$ cat config.mk
export PLATFORM = sky130hd
export DESIGN_NAME = ram_arbiter_flat
export DESIGN_NICKNAME = d
export VERILOG_FILES = /design/src/rtl/ram_arbiter_pkg.sv /design/src/rtl/ram_arbiter_if.sv /design/src/rtl/ram_arbiter_rr_pick2.sv /design/src/rtl/ram_arbiter.sv /design/src/flat_wrapper.sv
export SDC_FILE = /design/constraint.sdc
export NUM_CORES = 1
export LEC_CHECK = 0
export ABC_AREA = 1
export CORE_MARGIN = 3
export CORE_UTILIZATION = 42
export CTS_CLUSTER_DIAMETER = 80
export DETAILED_ROUTE_END_ITERATION = 10
export PLACE_DENSITY = 0.8
export SLEW_MARGIN = 20
export SYNTH_ARGS = -nofsm -noshare
export SYNTH_HDL_FRONTEND = slang
export SYNTH_SLANG_ARGS = --single-unit
$ cat constraint.sdc
create_clock -name clk -period 1.8 [get_ports clk]
set_input_delay 0.54 -clock clk [delete_from_list [all_inputs] [get_ports clk]]
set_output_delay 0.54 -clock clk [all_outputs]
set_load 0.02 [all_outputs]
$ cat src/rtl/ram_arbiter_pkg.sv
// ============================================================================
// Module : ram_arb_defs (package)
// Brief  : Shared state encodings, widths and helpers for ram_arbiter.
// Rev    : 1.0  initial release
// ============================================================================
`default_nettype none

package ram_arb_defs;

    localparam int DEF_AW = 16;
    localparam int DEF_DW = 8;
    localparam int LAT_W  = 3;
    localparam int STAT_W = 16;

    localparam logic [1:0] ST_IDLE  = 2'd0;
    localparam logic [1:0] ST_ISSUE = 2'd1;
    localparam logic [1:0] ST_WAIT  = 2'd2;
    localparam logic [1:0] ST_ACK   = 2'd3;

    // Saturating increment for the per-requester access counters.
    function automatic logic [STAT_W-1:0] sat_inc(input logic [STAT_W-1:0] v);
        return (&v) ? v : v + STAT_W'(1);
    endfunction

endpackage

`default_nettype wire

$ cat src/rtl/ram_arbiter_if.sv
// ============================================================================
// Module : ram_arbiter_if
// Brief  : Requester handshakes plus RAM pins; slave = arbiter, master = env.
// Rev    : 1.0  initial release
// ============================================================================
`default_nettype none

interface ram_arbiter_if #(
    parameter int AW = ram_arb_defs::DEF_AW,
    parameter int DW = ram_arb_defs::DEF_DW
);
    logic          req_0, we_0, ack_0;
    logic [AW-1:0] a_0;
    logic [DW-1:0] d_0, q_0;
    logic          req_1, we_1, ack_1;
    logic [AW-1:0] a_1;
    logic [DW-1:0] d_1, q_1;
    logic [AW-1:0] ram_a;
    logic [DW-1:0] ram_d, ram_q;
    logic          ram_re, ram_we;

    modport slave (
        input  req_0, we_0, a_0, d_0, req_1, we_1, a_1, d_1, ram_q,
        output ack_0, q_0, ack_1, q_1, ram_a, ram_d, ram_re, ram_we
    );

    modport master (
        output req_0, we_0, a_0, d_0, req_1, we_1, a_1, d_1, ram_q,
        input  ack_0, q_0, ack_1, q_1, ram_a, ram_d, ram_re, ram_we
    );
endinterface

`default_nettype wire

$ cat src/rtl/ram_arbiter_rr_pick2.sv
// ============================================================================
// Module : rr_pick2
// Brief  : Combinational two-way round-robin picker; ties go to !last.
// Rev    : 1.0  initial release
// ============================================================================
`default_nettype none

module rr_pick2 (
    input  logic [1:0] req,
    input  logic       last,
    output logic       gnt_valid,
    output logic       gnt_idx
);
    assign gnt_valid = |req;
    assign gnt_idx   = (&req) ? ~last : req[1];
endmodule

`default_nettype wire

$ cat src/rtl/ram_arbiter.sv
// ============================================================================
// Module : ram_arbiter
// Brief  : Round-robin arbiter/sequencer for a single-port sync RAM.
//          Define RAM_ARB_STATS_EN to add stat_0/stat_1 access counters.
// Rev    : 1.0  initial release
// ============================================================================
`default_nettype none

module ram_arbiter
    import ram_arb_defs::*;
#(
    parameter int RD_LAT = 1,
    parameter int AW     = DEF_AW,
    parameter int DW     = DEF_DW
) (
    input  logic                clk,
    input  logic                rst,
    ram_arbiter_if.slave        bus
`ifdef RAM_ARB_STATS_EN
    ,
    output logic [STAT_W-1:0]   stat_0,
    output logic [STAT_W-1:0]   stat_1
`endif
);

    localparam logic [LAT_W-1:0] c_rd_lat = LAT_W'(RD_LAT);

    logic [1:0]       r_state;
    logic             r_gnt, r_last, r_we;
    logic [LAT_W-1:0] r_cnt;
    logic [AW-1:0]    r_ram_a;
    logic [DW-1:0]    r_ram_d;
    logic             r_ram_re, r_ram_we;
    logic             r_ack_0, r_ack_1;
    logic [DW-1:0]    r_q_0, r_q_1;

    logic             w_gnt_valid, w_gnt_idx, w_sel_we;

    rr_pick2 u_pick (
        .req       ({bus.req_1, bus.req_0}),
        .last      (r_last),
        .gnt_valid (w_gnt_valid),
        .gnt_idx   (w_gnt_idx)
    );

    assign w_sel_we = w_gnt_idx ? bus.we_1 : bus.we_0;

    always_ff @(posedge clk) begin
        if (rst) begin
            r_state  <= ST_IDLE;
            r_gnt    <= 1'b0;
            r_last   <= 1'b1;   // first tie after reset goes to requester 0
            r_we     <= 1'b0;
            r_cnt    <= '0;
            r_ram_a  <= '0;
            r_ram_d  <= '0;
            r_ram_re <= 1'b0;
            r_ram_we <= 1'b0;
            r_ack_0  <= 1'b0;
            r_ack_1  <= 1'b0;
            r_q_0    <= '0;
            r_q_1    <= '0;
        end else begin
            case (r_state)
                ST_IDLE: begin
                    if (w_gnt_valid) begin
                        r_gnt    <= w_gnt_idx;
                        r_last   <= w_gnt_idx;
                        r_we     <= w_sel_we;
                        r_ram_a  <= w_gnt_idx ? bus.a_1 : bus.a_0;
                        r_ram_d  <= w_gnt_idx ? bus.d_1 : bus.d_0;
                        r_ram_we <= w_sel_we;
                        r_ram_re <= ~w_sel_we;
                        r_state  <= ST_ISSUE;
                    end
                end
                ST_ISSUE: begin
                    r_ram_we <= 1'b0;
                    r_ram_re <= 1'b0;
                    if (r_we) begin
                        r_ack_0 <= ~r_gnt;
                        r_ack_1 <= r_gnt;
                        r_state <= ST_ACK;
                    end else begin
                        r_cnt   <= c_rd_lat;
                        r_state <= ST_WAIT;
                    end
                end
                ST_WAIT: begin
                    r_cnt <= r_cnt - LAT_W'(1);
                    // Counter hits zero on this edge: ram_q is valid now.
                    if (r_cnt <= LAT_W'(1)) begin
                        if (r_gnt) r_q_1 <= bus.ram_q;
                        else       r_q_0 <= bus.ram_q;
                        r_ack_0 <= ~r_gnt;
                        r_ack_1 <= r_gnt;
                        r_state <= ST_ACK;
                    end
                end
                ST_ACK: begin
                    r_ack_0 <= 1'b0;
                    r_ack_1 <= 1'b0;
                    r_state <= ST_IDLE;
                end
                default: r_state <= ST_IDLE;
            endcase
        end
    end

    assign bus.ack_0  = r_ack_0;
    assign bus.ack_1  = r_ack_1;
    assign bus.q_0    = r_q_0;
    assign bus.q_1    = r_q_1;
    assign bus.ram_a  = r_ram_a;
    assign bus.ram_d  = r_ram_d;
    assign bus.ram_re = r_ram_re;
    assign bus.ram_we = r_ram_we;

`ifdef RAM_ARB_STATS_EN
    logic [STAT_W-1:0] r_stat_0, r_stat_1;

    always_ff @(posedge clk) begin
        if (rst) begin
            r_stat_0 <= '0;
            r_stat_1 <= '0;
        end else if (r_state == ST_ACK) begin
            if (r_gnt) r_stat_1 <= sat_inc(r_stat_1);
            else       r_stat_0 <= sat_inc(r_stat_0);
        end
    end

    assign stat_0 = r_stat_0;
    assign stat_1 = r_stat_1;
`endif

endmodule

`default_nettype wire

$ cat src/flat_wrapper.sv
// flat-port wrapper written by rule: the top's interface ports become plain ports
module ram_arbiter_flat import ram_arb_defs::*;
#(
    parameter int RD_LAT = 1,
    parameter int AW     = DEF_AW,
    parameter int DW     = DEF_DW
)
  (clk, rst, bus_req_0, bus_we_0, bus_a_0, bus_d_0, bus_req_1, bus_we_1, bus_a_1, bus_d_1, bus_ram_q, bus_ack_0, bus_q_0, bus_ack_1, bus_q_1, bus_ram_a, bus_ram_d, bus_ram_re, bus_ram_we);
  ram_arbiter_if #(.AW(AW), .DW(DW)) bus_i ();
  input  logic clk;
  input  logic rst;
  input wire logic [$bits(bus_i.req_0)-1:0] bus_req_0;
  input wire logic [$bits(bus_i.we_0)-1:0] bus_we_0;
  input wire logic [$bits(bus_i.a_0)-1:0] bus_a_0;
  input wire logic [$bits(bus_i.d_0)-1:0] bus_d_0;
  input wire logic [$bits(bus_i.req_1)-1:0] bus_req_1;
  input wire logic [$bits(bus_i.we_1)-1:0] bus_we_1;
  input wire logic [$bits(bus_i.a_1)-1:0] bus_a_1;
  input wire logic [$bits(bus_i.d_1)-1:0] bus_d_1;
  input wire logic [$bits(bus_i.ram_q)-1:0] bus_ram_q;
  output wire logic [$bits(bus_i.ack_0)-1:0] bus_ack_0;
  output wire logic [$bits(bus_i.q_0)-1:0] bus_q_0;
  output wire logic [$bits(bus_i.ack_1)-1:0] bus_ack_1;
  output wire logic [$bits(bus_i.q_1)-1:0] bus_q_1;
  output wire logic [$bits(bus_i.ram_a)-1:0] bus_ram_a;
  output wire logic [$bits(bus_i.ram_d)-1:0] bus_ram_d;
  output wire logic [$bits(bus_i.ram_re)-1:0] bus_ram_re;
  output wire logic [$bits(bus_i.ram_we)-1:0] bus_ram_we;
  assign bus_i.req_0 = bus_req_0;
  assign bus_i.we_0 = bus_we_0;
  assign bus_i.a_0 = bus_a_0;
  assign bus_i.d_0 = bus_d_0;
  assign bus_i.req_1 = bus_req_1;
  assign bus_i.we_1 = bus_we_1;
  assign bus_i.a_1 = bus_a_1;
  assign bus_i.d_1 = bus_d_1;
  assign bus_i.ram_q = bus_ram_q;
  assign bus_ack_0 = bus_i.ack_0;
  assign bus_q_0 = bus_i.q_0;
  assign bus_ack_1 = bus_i.ack_1;
  assign bus_q_1 = bus_i.q_1;
  assign bus_ram_a = bus_i.ram_a;
  assign bus_ram_d = bus_i.ram_d;
  assign bus_ram_re = bus_i.ram_re;
  assign bus_ram_we = bus_i.ram_we;
  ram_arbiter #(.RD_LAT(RD_LAT), .AW(AW), .DW(DW)) u_core (.clk(clk), .rst(rst), .bus(bus_i));
endmodule
* Yosys cells after proc, flatten, opt, wreduce, memory -nomap -nowiden *
Index checks and enable logic that the tools add are counted.
Widths: inputs -> output; s select.

operators by class
  bitwise gates (word level) = 3
  equal/unequal tests = 7
  magnitude comparators = 1
  add/subtract/negate cells = 1
  reductions and logical operators = 13
  mux-type cells = 20

operators with widths
  kind                 count
  $mux 16              1
  $reduce_and 2->1     5
  $mux 1               9
  $reduce_and 3->1     3
  $mux 8               1
  $pmux 2 s4           1
  $pmux 1 s3           2
  $pmux 3 s2           1
  $eq 2x2->1 const B   2
  $mux 2               2
  $ne 2x1->1 const B   2
  $ne 2x2->1 const B   2
  $pmux 1 s2           2
  $reduce_bool 2->1    2
  $le 3x1->1 const B   1
  $mux 3               1
  $not 1->1            3
  $reduce_bool 3->1    1
  $sub 3x1->3 const B  1
  $eq 2x1->1 const B   1
  $logic_not 2->1      1
  $reduce_or 2->1      1

storage, ports and cells
  flip-flop bits (word level) = 52
  bits of input ports = 62
  word-level logic and storage cells = 58
  output and inout bits = 44

* Longest topological paths before layout *
Gate-level depths: netlist of the first run.

  depth in word-level cells = 6
  gate-level depth with buffers = 9
  depth with buffers taken out = 8

* By module *
A second synthesis of the first run with hierarchy kept.

unflattened totals
  cells, all modules = 325
  area, all modules = 2377.3 µm²

by module, submodules not included
  module       area each (µm²)  cells an instance  times used  sequential area each (µm²)
  ram_arbiter  2362.3           322                1           1041.0
  rr_pick2     15.0             3                  1           0.0

* Worst setup path before layout of the first run *
OpenSTA, ideal clock, no wires.

  kind = flip-flop to flip-flop
  start = register u_core.r_state[0]
  end = register u_core.r_cnt[2]
  data required time = 1.684 ns
  arrival = 1.297 ns
  path buffers = 0
  period minus slack after synthesis = 1.412 ns
  path slack = 0.388 ns
  stages on the path, launching flop included = 7
  setup time = 0.116 ns
  cell sequence = dfxtp_1 > inv_1 > ha_1 > o21ai_0 > nor2_1 > a21oi_1 > nor2_1

on the way
  word-level cells in the longest chain between the ends = 3
  elaborated cells between the ends (all ways) = 6
  those cells by class = 3 x eq/ne; 1 x mux; 2 x reduce/logical

RTL lines
  element                                                                  RTL line           text
  from (decl)                                                              ram_arbiter.sv:28  logic [1:0] r_state;
  from (signal assigned)                                                   ram_arbiter.sv:50  r_state <= ST_IDLE;
  from (signal assigned)                                                   ram_arbiter.sv:74  r_state <= ST_ISSUE;
  from (signal assigned)                                                   ram_arbiter.sv:83  r_state <= ST_ACK;
  $eq 2x1->1 / $eq 2x2->1 (equally long branches)                          ram_arbiter.sv:64  case (r_state)
  $ne 2x2->1 (no source line) / $reduce_bool 2->1 (equally long branches)  n/a
  $reduce_and 2->1 (no source line)                                        n/a
  to (signal assigned)                                                     ram_arbiter.sv:85  r_cnt <= c_rd_lat;
  to (signal assigned)                                                     ram_arbiter.sv:90  r_cnt <= r_cnt - LAT_W'(1);
  to (decl)                                                                ram_arbiter.sv:30  logic [LAT_W-1:0] r_cnt;

Parallel ways exist; a longest one is shown, timed or not.
A chain may end at the register's enable or synchronous reset.

* Final worst setup path of the first run *
Ends and elaborated chain as after synthesis.

==> impl_metrics.tcl, run 1 <==
set metrics [dict create \
    outcome "completed" \
    grt_pass1_wl_um 10100 \
    crit_buf_inv 1 \
    critPathArrivalTime_ns 1.84 \
    post-route-period-util_pct 89.9 \
    via_per_inst 4.68 \
    die-width_um 81.8 \
    finalHoldViolCount 0 \
    nNetsFinal 525 \
    final_antenna_net_count 0 \
    r2r-end "u_core.r_cnt[2]" \
    fin_crit_ns 1.62 \
    finalClockSkew_ns 0.00800 \
    rows 26 \
    postSynthCellCount 354 \
    synth_nets 423 \
    setup_tns_ns 0 \
    reg2regPathDepth 6 \
    drtPass1Iterations 4 \
    p_sw_share_pct 41.8 \
    holdPathStages 2 \
    end_kind "register" \
    vias 2466 \
    r2r_slack_ns 0.18 \
    p_leak_nw 1.84 \
    clockPowerShare_pct 14.4 \
    yosysSeqAreaShare_pct 43.2 \
    port_buffers 105 \
    syn_to_final_growth_pct 48.7 \
    rr_startpoint "u_core.r_state[0]" \
    hpwl_um 4680 \
    mostFrequentLayoutCells "nand2_1 (102), nor2_1 (65), clkdlybuf4s50_1 (61)" \
    maxSlewViolCount 0 \
    clock_path_buffers 2 \
    synth-seq-cells 52 \
    final_common_cell "nand2_1" \
    dr.first_iter.drc_count 138 \
    ios 106 \
    worstHoldEndpoint "u_core.r_cnt[1]" \
    cp_max_fo 7 \
    slowest_stage "dfxtp_1" \
    slew_headroom_pct 71.6 \
    critPathKind "register to register" \
    setup_viol 0 \
    grt_usage_pct 19.5 \
    root_buffer "clkbuf_8" \
    die_h_um 81.8 \
    p_int_mw 2.78 \
    start_util_pct 45.2 \
    drc 0 \
    drive_above_1_share_pct 4.38 \
    syn_area_mm2 0.00241 \
    synth_edf_count 0 \
    ys_warn_count 0 \
    peakVddDrop_v 0.000792 \
    synth.distinct_cells 22 \
    p_switching_mw 2.00 \
    antennaDiodeCount 0 \
    gp_congestion 0.795 \
    fmax_ghz 0.618 \
    max_stage_delay_ns 0.43 \
    comb_power_share_pct 49.9 \
    wirelength_um 6290 \
    grt_max_degree 46 \
    clock-sinks 52 \
    cts_setup_buffers 0 \
    synth_top_flop_cell "dfxtp_1" \
    gr-total-overflow 0 \
    critical_path.cell_chain "inv_1, ha_1, o21ai_0, nor2_1, a21oi_1, nor2_1" \
    min_from "u_core.r_cnt[1]" \
    rsz0062_at_grt "false" \
    p_per_area_mw_per_mm2 1330 \
    n_fill_cell 525 \
    multiInputGateArea_mm2 0.00116 \
    floorplan.die_area_mm2 0.00669 \
    cts_tree "built" \
    antenna_found_initial 0 \
    synthArstFlopShare_pct 0 \
    p_seq_share_pct 35.7 \
    htreeDepth 2 \
    clk_latency_ns 0.31 \
    cpMostUsedCell "nor2_1" \
    numCtsBuffers 5 \
    drv_cap 0 \
    clk_pin_slew_worst_paths_ns 0.09 \
    critPathLaunchType "register" \
    core_mm2 0.00534 \
    wire_per_inst_um 11.9 \
    regArea_mm2 0.00104 \
    hold_buffers 0 \
    grt_pass1_vias 2312 \
    avgSynthCellArea_um2 6.81 \
    total_power_mw 4.77 \
    tightestPinTransition_ns 0.425 \
    cp_top_family "compound AO/OA/AOI/OAI gates" \
    hp-class "register to register" \
    cp_data_required_time_ns 2.02 \
]
metrics by stage:
| stage | std cells | hold slack, ns | worst slack [ns] | instance area (um2) | utilization, % |
|---|---|---|---|---|---|
| detailed placement | 519 | 0.467 | -0.105 | 3530 | 66.2 |
| CTS | 527 | 0.486 | 0.000167 | 3570 | 67.0 |
| floorplan | 354 | 0.442 | 0.388 | 2410 | - |
| finish | 527 | 0.487 | 0.181 | 3590 | 67.2 |
| global placement | 519 | 0.463 | -0.0411 | 3530 | 66.2 |
| global route | 527 | 0.521 | 0.0218 | 3590 | 67.2 |
Yosys cell counts, types with 2 or more instances:
library cell  count  area share, %
nand2_1         102             16
buf_2            10            2.1
dfxtp_1          52             43
nor2_1           65             10
clkbuf_8          2            1.1
a21oi_1          35            7.3
nand2_2           2           0.52
inv_2             2           0.31
nand3_1          11            2.3
o211ai_1          2           0.62
clkbuf_1          2           0.31
o21ai_0          27            5.6
inv_1            27            4.2
ha_1              7            3.6
what timing repair did:
item | in CTS | in global routing
endpoints found under the setup margin | 39 | 5
gates cloned | 0 | 0
resized for setup | 39 | 5
routing by layer:
metal	vias up	track usage, %	part of all wire (%)
met5	-	0	0
met3	6	10.2	11
met1	1066	21.1	42
met2	88	33.3	46
li1	1306	-	-
met4	0	5.15	1.0
kinds of logic after synthesis:
family	share of synthesized area, %
DFF	43.2
and+or+nand+nor	30.5
buffers and inverters	8.87
AOI/OAI and AO/OA	13.8
adders and majority gates	3.63
registers in the layout (all words and copies together) (netlist names), 2 cells and up:
signal and cells:
u_core.bus.q_1 8, u_core.r_state 2, u_core.bus.ram_a 16, u_core.bus.q_0 8, u_core.r_cnt 3, u_core.bus.ram_d 8
power by group through the flow:
stage	Combinational [mW]	Clock, mW	Sequential [mW]
floorplan	1.22	0	2.07
global placement	2.53	0	1.73
detailed placement	2.58	0	1.74
CTS	2.41	0.716	1.71
global route	2.68	0.758	1.75
finish	2.38	0.688	1.71
layout make-up:
type / count / share of cell area, %
Clock buffer: 8 / 2.51
Multi-Input combinational cell: 256 / 32.3
Tap cell: 70 / 2.44
Timing Repair Buffer: 111 / 30.6
Sequential cell: 52 / 29.0
Inverter: 30 / 3.14
tightest hold or removal path, cell delays in order, from the launching register on:
cell and delay (ns):
dfxtp_1 0.33, nand2_1 0.06, a21oi_1 0.05
how the worst max path moves through the flow:
stage                          from         endpoint  depth (start not counted)
5_1_grt           u_core.r_state[0]  u_core.r_cnt[2]                          6
4_1_cts        u_core.bus.ram_a[13]    bus_ram_a[13]                          1
3_5_place_dp              bus_req_0     u_core.r_gnt                          6
3_3_place_gp              bus_req_1     u_core.r_gnt                          5
6_report          u_core.r_state[0]  u_core.r_cnt[2]                          6
2_1_floorplan     u_core.r_state[0]  u_core.r_cnt[2]                          6
(Power assumes the default switching activity.)
==> inputs of run 2 (changes only) <==
- CTS_CLUSTER_SIZE: unset -> 24
- clock period: 1.8 -> 1.57 ns (I/O delays scaled with it)
==> run 2 against run 1 <==
Register-to-register slack worse by 0.06 ns. Sequential cell count unchanged. Non-clock buffer count rose by 2. Utilization grew 0.26 points. Cell count is 0.38% higher. Critical endpoint is now bus_q_0[7].
==> impl_metrics.tcl, run 2 (synthesis gave the netlist of run 1 again) <==
set metrics [dict create \
    critical_path.cell_chain "dlygate4sd2_1" \
    gp_congestion 0.803 \
    top_layer "met4" \
    via_per_inst 4.73 \
    root_buffer "clkbuf_8" \
    multiInputGateArea_mm2 0.00116 \
    p_switching_mw 2.33 \
    critPathLaunchType "register" \
    setup_viol 0 \
    p_leak_nw 1.78 \
    critPathArrivalTime_ns 1.01 \
    die-width_um 81.8 \
    regArea_mm2 0.00104 \
    vias 2501 \
    nNetsFinal 527 \
    htreeDepth 2 \
    max_stage_delay_ns 0.35 \
    hpwl_um 4520 \
    finalClockSkew_ns 0.00456 \
    rsz0062_at_grt "true" \
    clk_latency_ns 0.32 \
    die_h_um 81.8 \
    comb_power_share_pct 49.8 \
    largest_register_ffs 16 \
    core_mm2 0.00534 \
    numCtsBuffers 5 \
    p_int_mw 3.22 \
    clock_path_buffers 2 \
    start_util_pct 45.2 \
    wire_per_inst_um 11.6 \
    drtPass1Iterations 4 \
    port_buffers 105 \
    maxSlewViolCount 0 \
    final_cells 529 \
    grt_pass1_vias 2378 \
    cts_setup_buffers 0 \
    dpl.cell_count 521 \
    hold_buffers 0 \
    cp_top_family "buffers and inverters" \
    tightestPinTransition_ns 0.320 \
    clockPowerShare_pct 14.9 \
    drv_cap 0 \
    slowest_stage "dlygate4sd2_1" \
    clk_pin_slew_worst_paths_ns 0.09 \
    wirelength_um 6140 \
    gr-total-overflow 0 \
    grt_max_degree 46 \
    total_power_mw 5.55 \
    clock-sinks 52 \
    drive_above_1_share_pct 6.10 \
    fin_crit_ns 1.48 \
    fmax_ghz 0.675 \
    critPathKind "register to output port" \
    dr.first_iter.drc_count 85 \
    outcome "completed" \
    peakVddDrop_v 0.000752 \
    final_antenna_net_count 0 \
    wl_met3_um 743 \
    antenna_found_initial 0 \
    floorplan.die_area_mm2 0.00669 \
    cp_data_required_time_ns 1.10 \
    crit_buf_inv 1 \
    finalHoldViolCount 0 \
    p_per_area_mw_per_mm2 1540 \
    ios 106 \
    postLayoutCoreUtil_pct 67.5 \
    end_kind "output port" \
    drc 0 \
    p_sw_share_pct 42.0 \
    rows 26 \
    wl_met1_um 2570 \
    syn_to_final_growth_pct 49.2 \
    antennaDiodeCount 0 \
    post-route-period-util_pct 94.4 \
    grt_usage_pct 19.2 \
    final_common_cell "nand2_1" \
    p_seq_share_pct 35.4 \
    grt_pass1_wl_um 10000 \
    hp-class "register to register" \
    n_fill_cell 491 \
    cp_max_fo 2 \
    dr_wl_met2_um 2760 \
    cts_tree "built" \
    slew_headroom_pct 78.7 \
    mostFrequentLayoutCells "nand2_1 (102), nor2_1 (64), clkdlybuf4s50_1 (61)" \
]
## run 2: cell type report
type                            count  share of cell area (%)
Clock buffer                        6                    2.29
Clock inverter                      2                   0.417
Inverter                           30                    3.20
Multi-Input combinational cell    256                    32.3
Sequential cell                    52                    29.0
Tap cell                           70                    2.43
Timing Repair Buffer              113                    30.4
## run 2: tightest hold or removal path, stage by stage, from the launching register on
cell	delay, ns
dfxtp_1	0.33
a21oi_1	0.04
nor2_1	0.08
## run 2: metrics by stage
| step | setup TNS [ns] | hold WS, ns | area [um2] | worst slack [ns] |
|---|---|---|---|---|
| 2_1_floorplan | 0 | 0.442 | 2410 | 0.158 |
| 3_3_place_gp | -4.46 | 0.463 | 3550 | -0.203 |
| 3_5_place_dp | -5.54 | 0.469 | 3550 | -0.244 |
| 4_1_cts | 0 | 0.488 | 3590 | 0.0310 |
| 5_1_grt | -0.0262 | 0.509 | 3600 | -0.0133 |
| 6_report | 0 | 0.484 | 3600 | 0.0880 |
## run 2: power by group through the flow
stage	logic, mW	registers [mW]	clock network (mW)
finish	2.76	1.96	0.824
global route	3.11	2.02	0.890
CTS	2.76	1.96	0.839
detailed placement	2.98	1.99	0
global placement	2.93	1.98	0
floorplan	1.39	2.37	0
## run 2: worst paths after layout
check,startpoint,end,slack [ns],cells past startpoint
setup / recovery,u_core.bus.q_0[7],bus_q_0[7],0.09,1
hold / removal,u_core.bus.ack_1,u_core.bus.ack_1,0.48,2
setup reg to reg,u_core.r_state[0],u_core.bus.ram_d[1],0.12,8
hold reg to reg,u_core.bus.ack_1,u_core.bus.ack_1,0.48,2
## run 2: timing repair
item	4_1_cts	5_1_grt
setup endpoints to repair	44	33
resized for setup	44	6
gates cloned	0	0
## run 2: metal layers
metal | vias to the layer above | track usage (%)
li1 | 1314 | -
met1 | 1091 | 20.6
met2 | 88 | 33.0
met3 | 8 | 9.65
met4 | 0 | 5.48
met5 | - | 0
==> inputs of run 3 (changes only) <==
- PLACE_DENSITY: 0.8 -> 0.83
- clock period: 1.57 -> 1.6 ns (I/O delays scaled with it)
==> run 3 against run 2 <==
Utilization stayed put. Cell count is 0.38% higher. Via count is 0.68% lower. Clock power is 8.0% lower. Sequential cell count stayed put. Clock skew hardly changed. Register-to-register slack better by 0.05 ns.
==> impl_metrics.tcl, run 3 (synthesis gave the netlist of run 1 again) <==
set metrics [dict create \
    wire_per_inst_um 11.6 \
    htreeDepth 2 \
    end_kind "output port" \
    p_seq_share_pct 35.4 \
    largest_register_ffs 16 \
    drc 0 \
    numCtsBuffers 5 \
    grt_pass1_vias 2380 \
    fin_crit_ns 1.49 \
    n_fill_cell 515 \
    cp_data_required_time_ns 1.12 \
    slew_headroom_pct 79.0 \
    clock-sinks 52 \
    clockPowerShare_pct 13.9 \
    via_per_inst 4.68 \
    cp.depth 1 \
    hp-class "register to register" \
    nNetsFinal 529 \
    critPathArrivalTime_ns 1.01 \
    final_common_cell "nand2_1" \
    fin_ws_ns 0.112 \
    rows 26 \
    peakVddDrop_v 0.000693 \
    cp_max_fo 2 \
    total_power_mw 5.44 \
    setup_viol 0 \
    hpwl_um 4610 \
    die_h_um 81.8 \
    tightestPinTransition_ns 0.315 \
    core_mm2 0.00534 \
    mostFrequentLayoutCells "nand2_1 (102), nor2_1 (64), clkdlybuf4s50_1 (61)" \
    fmax_ghz 0.672 \
    postLayoutCoreUtil_pct 67.5 \
    p_int_mw 3.14 \
    finalHoldViolCount 0 \
    r2r-end "u_core.bus.ack_1" \
    antennaDiodeCount 0 \
    p_leak_nw 1.78 \
    syn_to_final_growth_pct 49.2 \
    outcome "completed" \
    clk_latency_ns 0.30 \
    grt_usage_pct 19.1 \
    critPathLaunchType "register" \
    reg2regPathDepth 8 \
    slowest_stage "dfxtp_1" \
    dp_slack_ns -0.220 \
    finalClockSkew_ns 0.00478 \
    crit_buf_inv 1 \
    cts_tree "built" \
    drtPass1Iterations 4 \
    cts_setup_buffers 0 \
    root_buffer "clkbuf_8" \
    cp_top_family "flip-flops" \
    max_stage_delay_ns 0.36 \
    crit_path_end "bus_ram_d[7]" \
    maxSlewViolCount 0 \
    grt_pass1_wl_um 10200 \
    comb_power_share_pct 50.6 \
    post-route-period-util_pct 93.0 \
    die-width_um 81.8 \
    r2r_slack_ns 0.17 \
    p_sw_share_pct 42.3 \
    p_per_area_mw_per_mm2 1510 \
    rsz0062_at_grt "false" \
    floorplan.die_area_mm2 0.00669 \
    ios 106 \
    p_switching_mw 2.30 \
    antenna_found_initial 0 \
    vias 2484 \
    start_util_pct 45.2 \
    critical_path.cell_chain "dlygate4sd2_1" \
    clk_pin_slew_worst_paths_ns 0.10 \
    grt_max_degree 41 \
    hold_slack_ns 0.496 \
    dr.first_iter.drc_count 86 \
    rr_startpoint "u_core.r_state[1]" \
    critPathKind "register to output port" \
    wirelength_um 6140 \
    port_buffers 105 \
    final_antenna_net_count 0 \
    hold_buffers 0 \
    drive_above_1_share_pct 6.51 \
    drv_cap 0 \
    gp_congestion 0.799 \
    gr-total-overflow 0 \
    clock_path_buffers 2 \
    startpoint "u_core.bus.ram_d[7]" \
]
-- run 3: cell count changes in the layout (fill, tap and decap cells not counted), sizes merged --
cell / before / now
clkinv: 1 / 2
clkbuf: 6 / 5
buf: 8 / 10
-- run 3: worst min path at each step --
| stage | end | cells after the start | slack (ns) | startpoint |
|---|---|---|---|---|
| global placement | u_core.bus.ack_1 | 2 | 0.46 | u_core.bus.ack_1 |
| floorplan | u_core.r_last | 2 | 0.44 | u_core.r_last |
| finish | u_core.r_cnt[1] | 2 | 0.50 | u_core.r_cnt[1] |
| detailed placement | u_core.r_last | 2 | 0.48 | u_core.r_last |
| CTS | u_core.r_last | 2 | 0.50 | u_core.r_last |
| global route | u_core.r_state[0] | 2 | 0.53 | u_core.r_state[0] |
-- run 3: metrics by stage --
step,TNS [ns],std cells,cell area [um2]
CTS,0,531,3570
floorplan,0,354,2410
global route,0,531,3600
finish,0,531,3600
global placement,-3.87,523,3540
detailed placement,-4.88,523,3540
-- run 3: power groups by stage --
stage | Sequential (mW) | Combinational, mW | Clock, mW
2_1_floorplan | 2.33 | 1.37 | 0
3_3_place_gp | 1.95 | 2.87 | 0
3_5_place_dp | 1.97 | 2.93 | 0
4_1_cts | 1.93 | 2.71 | 0.781
5_1_grt | 1.98 | 3.10 | 0.829
6_report | 1.93 | 2.75 | 0.758
-- run 3: metal layers --
layer | track usage (%) | share of wire [%] | vias up
met1 | 20.7 | 40 | 1083
li1 | - | - | 1317
met5 | 0 | 0 | -
met3 | 7.68 | 10 | 5
met4 | 4.49 | 0.77 | 0
met2 | 34.7 | 48 | 79
-- run 3: layout make-up --
cell class,count,area (um2),area share (%)
Clock buffer,5,68.8,1.91
Clock inverter,3,23.8,0.660
Inverter,30,115,3.20
Multi-Input combinational cell,256,1170,32.6
Sequential cell,52,1040,29.0
Tap cell,70,87.6,2.43
Timing Repair Buffer,115,1090,30.2
-- run 3: worst min-delay path: stages (launching register included) --
cell	delay, ns
dfxtp_1	0.34
nand2_1	0.07
a21oi_1	0.05
-- run 3: what timing repair did --
item / 4_1_cts / 5_1_grt
pin swaps: 0 / 0
gates resized for setup: 44 / 9
setup endpoints to repair: 44 / 31
gates cloned: 0 / 0
